**config.mk**
```make
export PLATFORM = sky130hd
export DESIGN_NAME = wb_burst_master_flat
export DESIGN_NICKNAME = d
export VERILOG_FILES = /design/src/rtl/wb_burst_master_if.sv /design/src/rtl/wb_burst_master.sv /design/src/flat_wrapper.sv
export SDC_FILE = /design/constraint.sdc
export NUM_CORES = 1
export LEC_CHECK = 0
export ABC_AREA = 1
export ABC_CLOCK_PERIOD_IN_PS = 8800
export CAP_MARGIN = 20
export CORE_MARGIN = 3
export CORE_UTILIZATION = 45
export DETAILED_ROUTE_END_ITERATION = 10
export GPL_TIMING_DRIVEN = 0
export PLACE_DENSITY = 0.94
export SKIP_LAST_GASP = 1
export SLEW_MARGIN = 20
export SYNTH_ARGS = -nofsm -noshare
export SYNTH_HDL_FRONTEND = slang
export SYNTH_SLANG_ARGS = --single-unit
```
**constraint.sdc**
```tcl
create_clock -name wb_clk_i -period 8.8 [get_ports wb_clk_i]
set_input_delay 1.76 -clock wb_clk_i [delete_from_list [all_inputs] [get_ports wb_clk_i]]
set_output_delay 1.76 -clock wb_clk_i [all_outputs]
set_load 0.05 [all_outputs]
```
**src/rtl/wb_burst_master_if.sv**
```systemverilog
// Signal bundle for wb_burst_master: command, write-data and response streams plus the Wishbone bus.
// The master modport is the initiator's view; slave is the view of whatever drives it.
interface wb_burst_master_if #(
  parameter int AW    = 32,
  parameter int DW    = 32,
  parameter int LEN_W = 4
);
  logic              cmd_valid_i;
  logic              cmd_ready_o;
  logic              cmd_we_i;
  logic [AW-1:0]     cmd_adr_i;
  logic [DW/8-1:0]   cmd_sel_i;
  logic [LEN_W-1:0]  cmd_len_i;
  logic              wd_valid_i;
  logic              wd_ready_o;
  logic [DW-1:0]     wd_dat_i;
  logic              rsp_valid_o;
  logic              rsp_ready_i;
  logic [DW-1:0]     rsp_dat_o;
  logic              rsp_last_o;
  logic              rsp_err_o;
  logic              wbm_cyc_o;
  logic              wbm_stb_o;
  logic              wbm_we_o;
  logic [DW/8-1:0]   wbm_sel_o;
  logic [AW-1:0]     wbm_adr_o;
  logic [DW-1:0]     wbm_dat_o;
  logic              wbm_ack_i;
  logic [DW-1:0]     wbm_dat_i;
  logic              busy_o;

  modport master (
    input  cmd_valid_i, cmd_we_i, cmd_adr_i, cmd_sel_i, cmd_len_i,
    input  wd_valid_i, wd_dat_i, rsp_ready_i, wbm_ack_i, wbm_dat_i,
    output cmd_ready_o, wd_ready_o, rsp_valid_o, rsp_dat_o, rsp_last_o, rsp_err_o,
    output wbm_cyc_o, wbm_stb_o, wbm_we_o, wbm_sel_o, wbm_adr_o, wbm_dat_o, busy_o
  );

  modport slave (
    output cmd_valid_i, cmd_we_i, cmd_adr_i, cmd_sel_i, cmd_len_i,
    output wd_valid_i, wd_dat_i, rsp_ready_i, wbm_ack_i, wbm_dat_i,
    input  cmd_ready_o, wd_ready_o, rsp_valid_o, rsp_dat_o, rsp_last_o, rsp_err_o,
    input  wbm_cyc_o, wbm_stb_o, wbm_we_o, wbm_sel_o, wbm_adr_o, wbm_dat_o, busy_o
  );
endinterface

```
**src/rtl/wb_burst_master.sv**
```systemverilog
// Wishbone classic burst initiator: single or incrementing-address bursts, one response per beat.
// Optional per-beat ack timeout enabled by defining WB_BURST_MASTER_TIMEOUT_EN.
//
// state   | meaning
// IDLE    | ready for a command, bus released
// WDATA   | waiting for the next write word (cyc held mid-burst)
// BUS     | cyc=stb=1, waiting for ack
// RESP    | response presented, bus stalled until consumed
module wb_burst_master #(
  parameter int AW      = 32,
  parameter int DW      = 32,
  parameter int LEN_W   = 4,
  parameter int TIMEOUT = 255
) (
  input  logic               wb_clk_i,
  input  logic               wb_rst_i,
  wb_burst_master_if.master  bus
);

  typedef enum logic [1:0] {S_IDLE, S_WDATA, S_BUS, S_RESP} state_t;

  state_t            r_state, w_state_nxt;
  logic              r_cyc, w_cyc_nxt;
  logic              r_we;
  logic [AW-1:0]     r_adr;
  logic [DW/8-1:0]   r_sel;
  logic [LEN_W-1:0]  r_cnt;
  logic [DW-1:0]     r_wdat;
  logic [DW-1:0]     r_rsp_dat;
  logic              r_rsp_last;
  logic              w_cmd_hs, w_wd_hs, w_ack, w_rsp_hs, w_tmo;

  assign w_cmd_hs = (r_state == S_IDLE)  & bus.cmd_valid_i & ~wb_rst_i;
  assign w_wd_hs  = (r_state == S_WDATA) & bus.wd_valid_i;
  assign w_ack    = (r_state == S_BUS)   & bus.wbm_ack_i;
  assign w_rsp_hs = (r_state == S_RESP)  & bus.rsp_ready_i;

`ifdef WB_BURST_MASTER_TIMEOUT_EN
  localparam int TW = (TIMEOUT + 1 > 256) ? $clog2(TIMEOUT + 1) : 8;
  localparam logic [TW-1:0] TMO_LAST = TW'(TIMEOUT - 1);
  logic [TW-1:0] r_tmr;
  logic          r_rsp_err;

  // Fires on the TIMEOUT-th stb cycle without ack; an ack in that cycle takes priority.
  assign w_tmo = (r_state == S_BUS) & ~bus.wbm_ack_i & (r_tmr == TMO_LAST);

  always_ff @(posedge wb_clk_i or posedge wb_rst_i) begin
    if (wb_rst_i) begin
      r_tmr     <= '0;
      r_rsp_err <= 1'b0;
    end else begin
      if (r_state != S_BUS)
        r_tmr <= '0;
      else if (!bus.wbm_ack_i)
        r_tmr <= r_tmr + TW'(1);
      if (w_ack)
        r_rsp_err <= 1'b0;
      else if (w_tmo)
        r_rsp_err <= 1'b1;
    end
  end
  assign bus.rsp_err_o = r_rsp_err;
`else
  assign w_tmo         = 1'b0;
  assign bus.rsp_err_o = 1'b0;
`endif

  always_ff @(posedge wb_clk_i or posedge wb_rst_i) begin
    if (wb_rst_i) begin
      r_state <= S_IDLE;
      r_cyc   <= 1'b0;
    end else begin
      r_state <= w_state_nxt;
      r_cyc   <= w_cyc_nxt;
    end
  end

  always_comb begin
    w_state_nxt = r_state;
    w_cyc_nxt   = r_cyc;
    case (r_state)
      S_IDLE: begin
        if (w_cmd_hs) begin
          w_state_nxt = bus.cmd_we_i ? S_WDATA : S_BUS;
          w_cyc_nxt   = ~bus.cmd_we_i;
        end
      end
      S_WDATA: begin
        if (w_wd_hs) begin
          w_state_nxt = S_BUS;
          w_cyc_nxt   = 1'b1;
        end
      end
      S_BUS: begin
        if (w_ack) begin
          w_state_nxt = S_RESP;
        end else if (w_tmo) begin
          w_state_nxt = S_RESP;
          w_cyc_nxt   = 1'b0;
        end
      end
      S_RESP: begin
        if (w_rsp_hs) begin
          if (r_rsp_last) begin
            w_state_nxt = S_IDLE;
            w_cyc_nxt   = 1'b0;
          end else begin
            w_state_nxt = r_we ? S_WDATA : S_BUS;
          end
        end
      end
      default: begin
        w_state_nxt = S_IDLE;
        w_cyc_nxt   = 1'b0;
      end
    endcase
  end

  always_ff @(posedge wb_clk_i or posedge wb_rst_i) begin
    if (wb_rst_i) begin
      r_we       <= 1'b0;
      r_adr      <= '0;
      r_sel      <= '0;
      r_cnt      <= '0;
      r_wdat     <= '0;
      r_rsp_dat  <= '0;
      r_rsp_last <= 1'b0;
    end else begin
      if (w_cmd_hs) begin
        r_we  <= bus.cmd_we_i;
        r_adr <= bus.cmd_adr_i;
        r_sel <= bus.cmd_sel_i;
        r_cnt <= bus.cmd_len_i;
      end
      if (w_wd_hs)
        r_wdat <= bus.wd_dat_i;
      if (w_ack) begin
        r_rsp_dat  <= r_we ? '0 : bus.wbm_dat_i;
        r_rsp_last <= (r_cnt == '0);
      end else if (w_tmo) begin
        r_rsp_dat  <= '0;
        r_rsp_last <= 1'b1;
      end
      if (w_rsp_hs && !r_rsp_last) begin
        r_adr <= r_adr + AW'(DW / 8);
        r_cnt <= r_cnt - LEN_W'(1);
      end
    end
  end

  assign bus.cmd_ready_o = (r_state == S_IDLE) & ~wb_rst_i;
  assign bus.wd_ready_o  = (r_state == S_WDATA);
  assign bus.rsp_valid_o = (r_state == S_RESP);
  assign bus.rsp_dat_o   = r_rsp_dat;
  assign bus.rsp_last_o  = r_rsp_last;
  assign bus.wbm_cyc_o   = r_cyc;
  assign bus.wbm_stb_o   = (r_state == S_BUS);
  assign bus.wbm_we_o    = r_we;
  assign bus.wbm_sel_o   = r_sel;
  assign bus.wbm_adr_o   = r_adr;
  assign bus.wbm_dat_o   = r_wdat;
  assign bus.busy_o      = (r_state != S_IDLE);

endmodule

```
**src/flat_wrapper.sv**
```systemverilog
// flat-port wrapper written by rule: the top's interface ports become plain ports
module wb_burst_master_flat 
#(
  parameter int AW      = 32,
  parameter int DW      = 32,
  parameter int LEN_W   = 4,
  parameter int TIMEOUT = 255
)
  (wb_clk_i, wb_rst_i, bus_cmd_valid_i, bus_cmd_we_i, bus_cmd_adr_i, bus_cmd_sel_i, bus_cmd_len_i, bus_wd_valid_i, bus_wd_dat_i, bus_rsp_ready_i, bus_wbm_ack_i, bus_wbm_dat_i, bus_cmd_ready_o, bus_wd_ready_o, bus_rsp_valid_o, bus_rsp_dat_o, bus_rsp_last_o, bus_rsp_err_o, bus_wbm_cyc_o, bus_wbm_stb_o, bus_wbm_we_o, bus_wbm_sel_o, bus_wbm_adr_o, bus_wbm_dat_o, bus_busy_o);
  wb_burst_master_if #(.AW(AW), .DW(DW), .LEN_W(LEN_W)) bus_i ();
  input  logic wb_clk_i;
  input  logic wb_rst_i;
  input wire logic [$bits(bus_i.cmd_valid_i)-1:0] bus_cmd_valid_i;
  input wire logic [$bits(bus_i.cmd_we_i)-1:0] bus_cmd_we_i;
  input wire logic [$bits(bus_i.cmd_adr_i)-1:0] bus_cmd_adr_i;
  input wire logic [$bits(bus_i.cmd_sel_i)-1:0] bus_cmd_sel_i;
  input wire logic [$bits(bus_i.cmd_len_i)-1:0] bus_cmd_len_i;
  input wire logic [$bits(bus_i.wd_valid_i)-1:0] bus_wd_valid_i;
  input wire logic [$bits(bus_i.wd_dat_i)-1:0] bus_wd_dat_i;
  input wire logic [$bits(bus_i.rsp_ready_i)-1:0] bus_rsp_ready_i;
  input wire logic [$bits(bus_i.wbm_ack_i)-1:0] bus_wbm_ack_i;
  input wire logic [$bits(bus_i.wbm_dat_i)-1:0] bus_wbm_dat_i;
  output wire logic [$bits(bus_i.cmd_ready_o)-1:0] bus_cmd_ready_o;
  output wire logic [$bits(bus_i.wd_ready_o)-1:0] bus_wd_ready_o;
  output wire logic [$bits(bus_i.rsp_valid_o)-1:0] bus_rsp_valid_o;
  output wire logic [$bits(bus_i.rsp_dat_o)-1:0] bus_rsp_dat_o;
  output wire logic [$bits(bus_i.rsp_last_o)-1:0] bus_rsp_last_o;
  output wire logic [$bits(bus_i.rsp_err_o)-1:0] bus_rsp_err_o;
  output wire logic [$bits(bus_i.wbm_cyc_o)-1:0] bus_wbm_cyc_o;
  output wire logic [$bits(bus_i.wbm_stb_o)-1:0] bus_wbm_stb_o;
  output wire logic [$bits(bus_i.wbm_we_o)-1:0] bus_wbm_we_o;
  output wire logic [$bits(bus_i.wbm_sel_o)-1:0] bus_wbm_sel_o;
  output wire logic [$bits(bus_i.wbm_adr_o)-1:0] bus_wbm_adr_o;
  output wire logic [$bits(bus_i.wbm_dat_o)-1:0] bus_wbm_dat_o;
  output wire logic [$bits(bus_i.busy_o)-1:0] bus_busy_o;
  assign bus_i.cmd_valid_i = bus_cmd_valid_i;
  assign bus_i.cmd_we_i = bus_cmd_we_i;
  assign bus_i.cmd_adr_i = bus_cmd_adr_i;
  assign bus_i.cmd_sel_i = bus_cmd_sel_i;
  assign bus_i.cmd_len_i = bus_cmd_len_i;
  assign bus_i.wd_valid_i = bus_wd_valid_i;
  assign bus_i.wd_dat_i = bus_wd_dat_i;
  assign bus_i.rsp_ready_i = bus_rsp_ready_i;
  assign bus_i.wbm_ack_i = bus_wbm_ack_i;
  assign bus_i.wbm_dat_i = bus_wbm_dat_i;
  assign bus_cmd_ready_o = bus_i.cmd_ready_o;
  assign bus_wd_ready_o = bus_i.wd_ready_o;
  assign bus_rsp_valid_o = bus_i.rsp_valid_o;
  assign bus_rsp_dat_o = bus_i.rsp_dat_o;
  assign bus_rsp_last_o = bus_i.rsp_last_o;
  assign bus_rsp_err_o = bus_i.rsp_err_o;
  assign bus_wbm_cyc_o = bus_i.wbm_cyc_o;
  assign bus_wbm_stb_o = bus_i.wbm_stb_o;
  assign bus_wbm_we_o = bus_i.wbm_we_o;
  assign bus_wbm_sel_o = bus_i.wbm_sel_o;
  assign bus_wbm_adr_o = bus_i.wbm_adr_o;
  assign bus_wbm_dat_o = bus_i.wbm_dat_o;
  assign bus_busy_o = bus_i.busy_o;
  wb_burst_master #(.AW(AW), .DW(DW), .LEN_W(LEN_W), .TIMEOUT(TIMEOUT)) u_core (.wb_clk_i(wb_clk_i), .wb_rst_i(wb_rst_i), .bus(bus_i));
endmodule
```
==> run_results.csv, run 1 <==
group,metric,value,unit
die,core_area,0.0116,mm^2
synthesis,asyncSetResetFlopFracSynth,1.00,
placed_design,post-place-cells,1010,
timing,post-route-worst-setup-slack,3780,ps
synthesis,avgSynthCellArea,8.35,um^2
timing,final_critical_period,5020,ps
clocking,tritoncts_clock_tree,"done",
pwr,internal-power,0.00155,W
critical_path,cp_data_required_time,7040,ps
routing,routed_wirelength,17700,um
min_path,holdCritStartpoint,"u_core.bus.wbm_adr_o[0]",
synthesis,yosys_most_used_dff,"sky130_fd_sc_hd__dfrtp_1",
synthesis,yosysSeqAreaShare,0.504,
die,site_rows,39,
timing,rsz0062_at_grt,"no",
die,die_width,116,um
clocking,postCtsSetupBuffers,0,
timing,setup-violations-final,0,
critical_path,worst_r2r_startpoint,"u_core.bus.wbm_adr_o[3]",
timing,timing.final.hold_violations,0,
placed_design,hpwl,12900,um
die,initial_core_util,0.468,
pwr,power.ir.vdd_worst,0.000396,V
pwr,combPwrFrac,0.578,
pwr,power.leakage,3.63,nW
pwr,swShare,0.508,
timing,maximum_operating_frequency,199,MHz
die,die_outline_height,116,um
global_routing,vias_in_the_first_global_route,5417,
critical_path,critical_path_arrival,3260,ps
pwr,power.net_switching,0.00161,W
global_routing,global_route.overflow_total,0,
clocking,clk_latency_worst_skew_pair,360,ps
final_layout,final_util,0.701,
synthesis,ys_top_cells_by_count,"213 x sky130_fd_sc_hd__nand2_1, 109 x sky130_fd_sc_hd__dfrtp_1, 68 x sky130_fd_sc_hd__nand3_1",
critical_path,cp-startpoint,"wb_rst_i",
placed_design,gpl.final_weighted_congestion,0.959,
synthesis,synth_top_area_frac,0.504,
placed_design,pre_cts_ws,3800,ps
global_routing,grt_first_pass_wirelength,27800,um
synthesis,synth_cells,648,
synthesis,syn-num-nets,761,
clocking,ctsLongestPathBuffers,2,
clocking,htreeDepth,3,
synthesis,synth_top_cells_by_area,"sky130_fd_sc_hd__dfrtp_1 50%, sky130_fd_sc_hd__nand2_1 15%, sky130_fd_sc_hd__nand3_1 6.3%",
synthesis,post-synth-top-count-cell,"sky130_fd_sc_hd__nand2_1",
synthesis,synthesis.yosys.warnings,0,
timing,timing.max_slew.rel_slack,0.616,
final_layout,final_cells,1026,
clocking,clkTransAtPathRegs,70,ps
routing,firstDrtPassIters,5,
die,dieArea,0.0134,mm^2
routing,detail_routed_via_count_per_cell,5.27,
critical_path,kind_of_critical_path,"in2out",
synthesis,number_of_synthesized_flops_with_an_enable_pin,0,
pwr,power_frac_clock,0.137,
die,pin_count,220,
routing,route.detailed.drc,0,
critical_path,crit_path_start_kind,"input port",
final_layout,drive_above_1_share,0.0951,
synthesis,number_of_register_bits_inferred_by_synthesis,109,
global_routing,number_of_antenna_violations_at_the_first_check_in_global_routing,0,
synthesis,yosysUniqueCellTypes,33,
routing,drt-wirelength-per-cell,17.2,um
flow_run,drv.max_cap_violation_count,0,
clocking,clock_tree.root_cell,"sky130_fd_sc_hd__clkbuf_16",
final_layout,area_delta_synth_final,49.9,%
routing,first_iter_violations,558,
min_path,worstHoldPathType,"reg2reg",
pwr,pwr-share-seq,0.285,
timing,layout_worst_path_cycle_share,0.570,
final_layout,finalNetCount,991,
global_routing,grt_util_all_layers,0.270,
clocking,cts_inserted_buffers,9,
placed_design,numPortBuffers,218,
clocking,clock_sink_count,109,
timing,fin_setup_tns,0,ps
final_layout,antenna_cells,0,
synthesis,synth.largest_area_cell,"sky130_fd_sc_hd__dfrtp_1",
critical_path,worstPathMaxFanout,2,
clocking,cts.hold.buffers_added,0,
routing,routed-via-count,5408,
global_routing,largest_net_degree_at_the_start_of_global_routing,66,
synthesis,post_synth_instance_area,0.00541,mm^2
clocking,post_cts_resized,0,
timing,tightest_slew,574,ps
timing,clock_skew,5.71,ps
timing,slew_violations,0,
critical_path,end_kind,"output pin",
routing,final_antenna_net_count,0,
run_status,run_status,"completed",
pwr,pwr_density_cell,389,mW/mm^2
==> per-stage QoR <==
| stage | area, um^2 | power, W | hold slack [ps] |
|---|---|---|---|
| after floorplan | 5410 | 0.00205 | 480 |
| after global placement | 7770 | 0.00266 | 462 |
| after detailed placement | 7800 | 0.00271 | 461 |
| after CTS | 8110 | 0.00316 | 485 |
| after global routing | 8110 | 0.00332 | 517 |
| final | 8110 | 0.00316 | 481 |
==> cell type report <==
cell class              count  area [um^2]
plain buffers              24          163
well taps                 143          179
inverters                  55          213
clock inverters             6         78.8
fillers                   836         3450
repair buffers            219         2210
multi-input cells         460         2310
flip-flops and latches    109         2730
clock buffers              10          229
==> state kept, by name (all words and copies together), names as in the netlist <==
signal and cells:
u_core.bus.rsp_dat_o 32, u_core.bus.wbm_adr_o 32, u_core.bus.wbm_dat_o 32, u_core.bus.wbm_sel_o 4, u_core.r_cnt 4, u_core.r_state 2
u_core.bus.rsp_last_o 1, u_core.bus.wbm_cyc_o 1, u_core.bus.wbm_we_o 1
==> placed cells by master (no fill, tap or decap), types with 5 or more instances in the layout <==
master	instances
sky130_fd_sc_hd__nand3_1	68
sky130_fd_sc_hd__clkbuf_16	9
sky130_fd_sc_hd__o21ai_0	48
sky130_fd_sc_hd__clkdlybuf4s50_1	218
sky130_fd_sc_hd__nor2_2	9
sky130_fd_sc_hd__dfrtp_1	109
sky130_fd_sc_hd__buf_6	6
sky130_fd_sc_hd__nor2_1	39
sky130_fd_sc_hd__inv_2	5
sky130_fd_sc_hd__o211ai_1	12
sky130_fd_sc_hd__nand2_1	213
sky130_fd_sc_hd__o21ai_1	6
sky130_fd_sc_hd__clkbuf_1	11
sky130_fd_sc_hd__mux2_2	30
sky130_fd_sc_hd__inv_1	48
sky130_fd_sc_hd__buf_4	7
sky130_fd_sc_hd__a21oi_1	8
==> power by group through the flow <==
stage	Clock [W]	Sequential [W]	Combinational, W
after floorplan	0	0.00157	0.000486
after global placement	0	0.000884	0.00178
after detailed placement	0	0.000897	0.00181
after CTS	0.000438	0.000895	0.00183
after global routing	0.000459	0.000929	0.00193
final	0.000433	0.000901	0.00182
==> routing by layer <==
layer / track usage / up-vias / share of wire
li1: - / 2557 / -
met2: 0.456 / 298 / 0.50
met4: 0.0858 / 0 / 0.028
met3: 0.108 / 37 / 0.11
met1: 0.317 / 2516 / 0.36
met5: 0 / - / 0
==> cell families after synthesis <==
group	synth area share
buffers and inverters	0.0685
flip-flops	0.504
AO/OA/AOI/OAI	0.0853
AND/OR/NAND/NOR	0.269
multiplexers	0.0666
adder cells (fa/ha/maj)	0.00462
other	0.000693
XOR/XNOR	0.00162
==> worst max-delay path, cell delays in order <==
cell and delay, ps:
sky130_fd_sc_hd__clkdlybuf4s50_1 510, sky130_fd_sc_hd__nor2_1 150, sky130_fd_sc_hd__clkdlybuf4s50_1 830
==> worst paths after layout <==
check	end	slack, ps	cells past startpoint
worst min-delay path	u_core.bus.wbm_adr_o[0]	480	2
worst max register to register	u_core.bus.wbm_adr_o[26]	7130	10
worst min register to register	u_core.bus.wbm_adr_o[0]	480	2
max in group asynchronous	u_core.bus.rsp_dat_o[27]	6290	3
min in group asynchronous	u_core.bus.wbm_dat_o[1]	1860	2
worst max-delay path	bus_cmd_ready_o	3780	3
No activity file was read; power rests on OpenSTA's default activity.
==> inputs of run 2 (changes only) <==
--- a/config.mk
+++ b/config.mk
@@ -6,13 +6,13 @@
 export NUM_CORES = 1
 export LEC_CHECK = 0
 export ABC_AREA = 1
-export ABC_CLOCK_PERIOD_IN_PS = 8800
+export ABC_CLOCK_PERIOD_IN_PS = 4850
 export CAP_MARGIN = 20
 export CORE_MARGIN = 3
-export CORE_UTILIZATION = 45
+export CORE_UTILIZATION = 44
 export DETAILED_ROUTE_END_ITERATION = 10
 export GPL_TIMING_DRIVEN = 0
-export PLACE_DENSITY = 0.94
+export PLACE_DENSITY = 0.93
 export SKIP_LAST_GASP = 1
 export SLEW_MARGIN = 20
 export SYNTH_ARGS = -nofsm -noshare
==> constraint.sdc (replaced) <==
create_clock -name wb_clk_i -period 4.85 [get_ports wb_clk_i]
set_input_delay 0.97 -clock wb_clk_i [delete_from_list [all_inputs] [get_ports wb_clk_i]]
set_output_delay 0.97 -clock wb_clk_i [all_outputs]
set_load 0.05 [all_outputs]
==> run_results.csv, run 2 (same netlist as run 1, synthesis figures left out) <==
group,metric,value,unit
run_status,run_status,"completed",
timing,rsz0062_at_grt,"no",
pwr,swShare,0.508,
pwr,power_frac_clock,0.137,
pwr,power.leakage,3.63,nW
routing,drt-wirelength-per-cell,17.3,um
final_layout,area_delta_synth_final,50.1,%
routing,firstDrtPassIters,6,
timing,timing.final.hold_violations,0,
timing,final_critical_period,3420,ps
die,die_width,117,um
clocking,htreeDepth,3,
global_routing,grt_first_pass_wirelength,27800,um
timing,setup-violations-final,0,
final_layout,drive_above_1_share,0.0963,
global_routing,largest_net_degree_at_the_start_of_global_routing,78,
global_routing,global_route.overflow_total,0,
critical_path,cpMaxStageDelayCell,"sky130_fd_sc_hd__clkdlybuf4s50_1",
critical_path,crit_path_start_kind,"input port",
routing,first_iter_violations,403,
routing,final_antenna_net_count,0,
timing,layout_worst_path_cycle_share,0.706,
pwr,combPwrFrac,0.577,
routing,routed-via-count,5409,
timing,timing.max_slew.rel_slack,0.607,
global_routing,vias_in_the_first_global_route,5517,
clocking,post_cts_resized,0,
critical_path,kind_of_critical_path,"in2out",
pwr,internal-power,0.00282,W
final_layout,layout.cells.most_common_list,"218 x sky130_fd_sc_hd__clkdlybuf4s50_1, 213 x sky130_fd_sc_hd__nand2_1, 109 x sky130_fd_sc_hd__dfrtp_1, 68 x sky130_fd_sc_hd__nand3_1",
routing,routed_wirelength,17700,um
routing,detail_routed_via_count_per_cell,5.27,
final_layout,layout.cells.most_common,"sky130_fd_sc_hd__clkdlybuf4s50_1",
pwr,finalPower,0.00572,W
critical_path,worstPathMaxFanout,2,
clocking,clock_sink_count,109,
min_path,worstHoldPathType,"reg2reg",
clocking,clock_tree.root_cell,"sky130_fd_sc_hd__clkbuf_16",
final_layout,finalNetCount,991,
pwr,pwr_density_cell,705,mW/mm^2
clocking,postCtsSetupBuffers,0,
pwr,power.net_switching,0.00291,W
die,site_rows,39,
critical_path,reg2reg_setup_slack,3170,ps
global_routing,grt_util_all_layers,0.266,
pwr,power.ir.vdd_worst,0.000593,V
die,die_outline_height,117,um
final_layout,area.sequential,0.00273,mm^2
timing,maximum_operating_frequency,292,MHz
clocking,tritoncts_clock_tree,"done",
flow_run,drv.max_cap_violation_count,0,
timing,fin_setup_tns,0,ps
die,core_area,0.0117,mm^2
clocking,clk_latency_worst_skew_pair,360,ps
final_layout,antenna_cells,0,
routing,route.detailed.drc,0,
placed_design,post-place-cells,1010,
placed_design,numPortBuffers,218,
critical_path,critical_path.cell_chain,"clkdlybuf4s50_1 -> nor2_1 -> clkdlybuf4s50_1",
pwr,pwr-share-seq,0.285,
clocking,clkTransAtPathRegs,70,ps
placed_design,gpl.final_weighted_congestion,0.937,
global_routing,number_of_antenna_violations_at_the_first_check_in_global_routing,0,
final_layout,final.fill_count,875,
critical_path,cpPeakStageDelay,830,ps
die,pin_count,220,
critical_path,critical_path_arrival,2450,ps
clocking,cts.hold.buffers_added,0,
timing,clock_skew,15.8,ps
clocking,ctsLongestPathBuffers,2,
critical_path,end_kind,"output pin",
die,initial_core_util,0.462,
clocking,cts_inserted_buffers,9,
timing,slew_violations,0,
timing,tightest_slew,587,ps
placed_design,hpwl,13200,um
final_layout,final_cells,1026,
final_layout,multi_input_area,0.00231,mm^2
critical_path,cp_data_required_time,3880,ps
die,dieArea,0.0137,mm^2
critical_path,worst_path_most_repeated_cell,"sky130_fd_sc_hd__clkdlybuf4s50_1",
-- run 2: changes by cell type in the layout (fill, tap and decap cells not counted) --
| cell | before | now |
|---|---|---|
| sky130_fd_sc_hd__clkbuf_1 | 11 | 10 |
| sky130_fd_sc_hd__clkinv_2 | 1 | 2 |
| sky130_fd_sc_hd__clkinv_8 | 0 | 2 |
| sky130_fd_sc_hd__inv_8 | 2 | 0 |
-- run 2: metal layers --
metal,global-route usage,share of wire,vias to the layer above
met5,0,0,-
li1,-,-,2559
met2,0.455,0.50,299
met3,0.114,0.11,48
met1,0.299,0.36,2503
met4,0.0887,0.031,0
-- run 2: metrics by stage --
step	area (um^2)	setup slack [ps]	hold slack, ps	util
global placement	7770	-1330	457	0.664
CTS	8120	1410	488	0.694
global route	8120	1350	500	0.694
finish	8120	1430	487	0.694
floorplan	5410	537	480	-
detailed placement	7800	1430	470	0.666
-- run 2: area by class of cell --
| class | count | share of cell area |
|---|---|---|
| sequential | 109 | 0.336 |
| multi-input combinational | 460 | 0.285 |
| timing repair buffer | 219 | 0.272 |
| clock buffer | 9 | 0.0277 |
| inverter | 55 | 0.0262 |
| tap | 143 | 0.0220 |
| buffer | 24 | 0.0200 |
| clock inverter | 7 | 0.0116 |
-- run 2: critical path: cells and delay by family --
kind	cells	cell delay, ps
buf+inv	2	1330
simple gates	1	150
-- run 2: power groups by stage --
stage / registers (W) / clock network (W) / logic (W)
after floorplan: 0.00285 / 0 / 0.000882
after global placement: 0.00160 / 0 / 0.00322
after detailed placement: 0.00163 / 0 / 0.00329
after CTS: 0.00163 / 0.000799 / 0.00332
after global routing: 0.00168 / 0.000826 / 0.00350
final: 0.00163 / 0.000786 / 0.00330
-- run 2: path summary, 6_finish.rpt --
check                      depth (start not counted)                  endpoint                    start
max in group asynchronous                          3   u_core.bus.wbm_sel_o[3]                 wb_rst_i
setup / recovery                                   3           bus_cmd_ready_o                 wb_rst_i
hold reg to reg                                    2   u_core.bus.wbm_sel_o[0]  u_core.bus.wbm_sel_o[0]
hold / removal                                     2   u_core.bus.wbm_sel_o[0]  u_core.bus.wbm_sel_o[0]
min in group asynchronous                          2  u_core.bus.wbm_dat_o[24]                 wb_rst_i
setup reg to reg                                  10  u_core.bus.wbm_adr_o[26]  u_core.bus.wbm_adr_o[3]
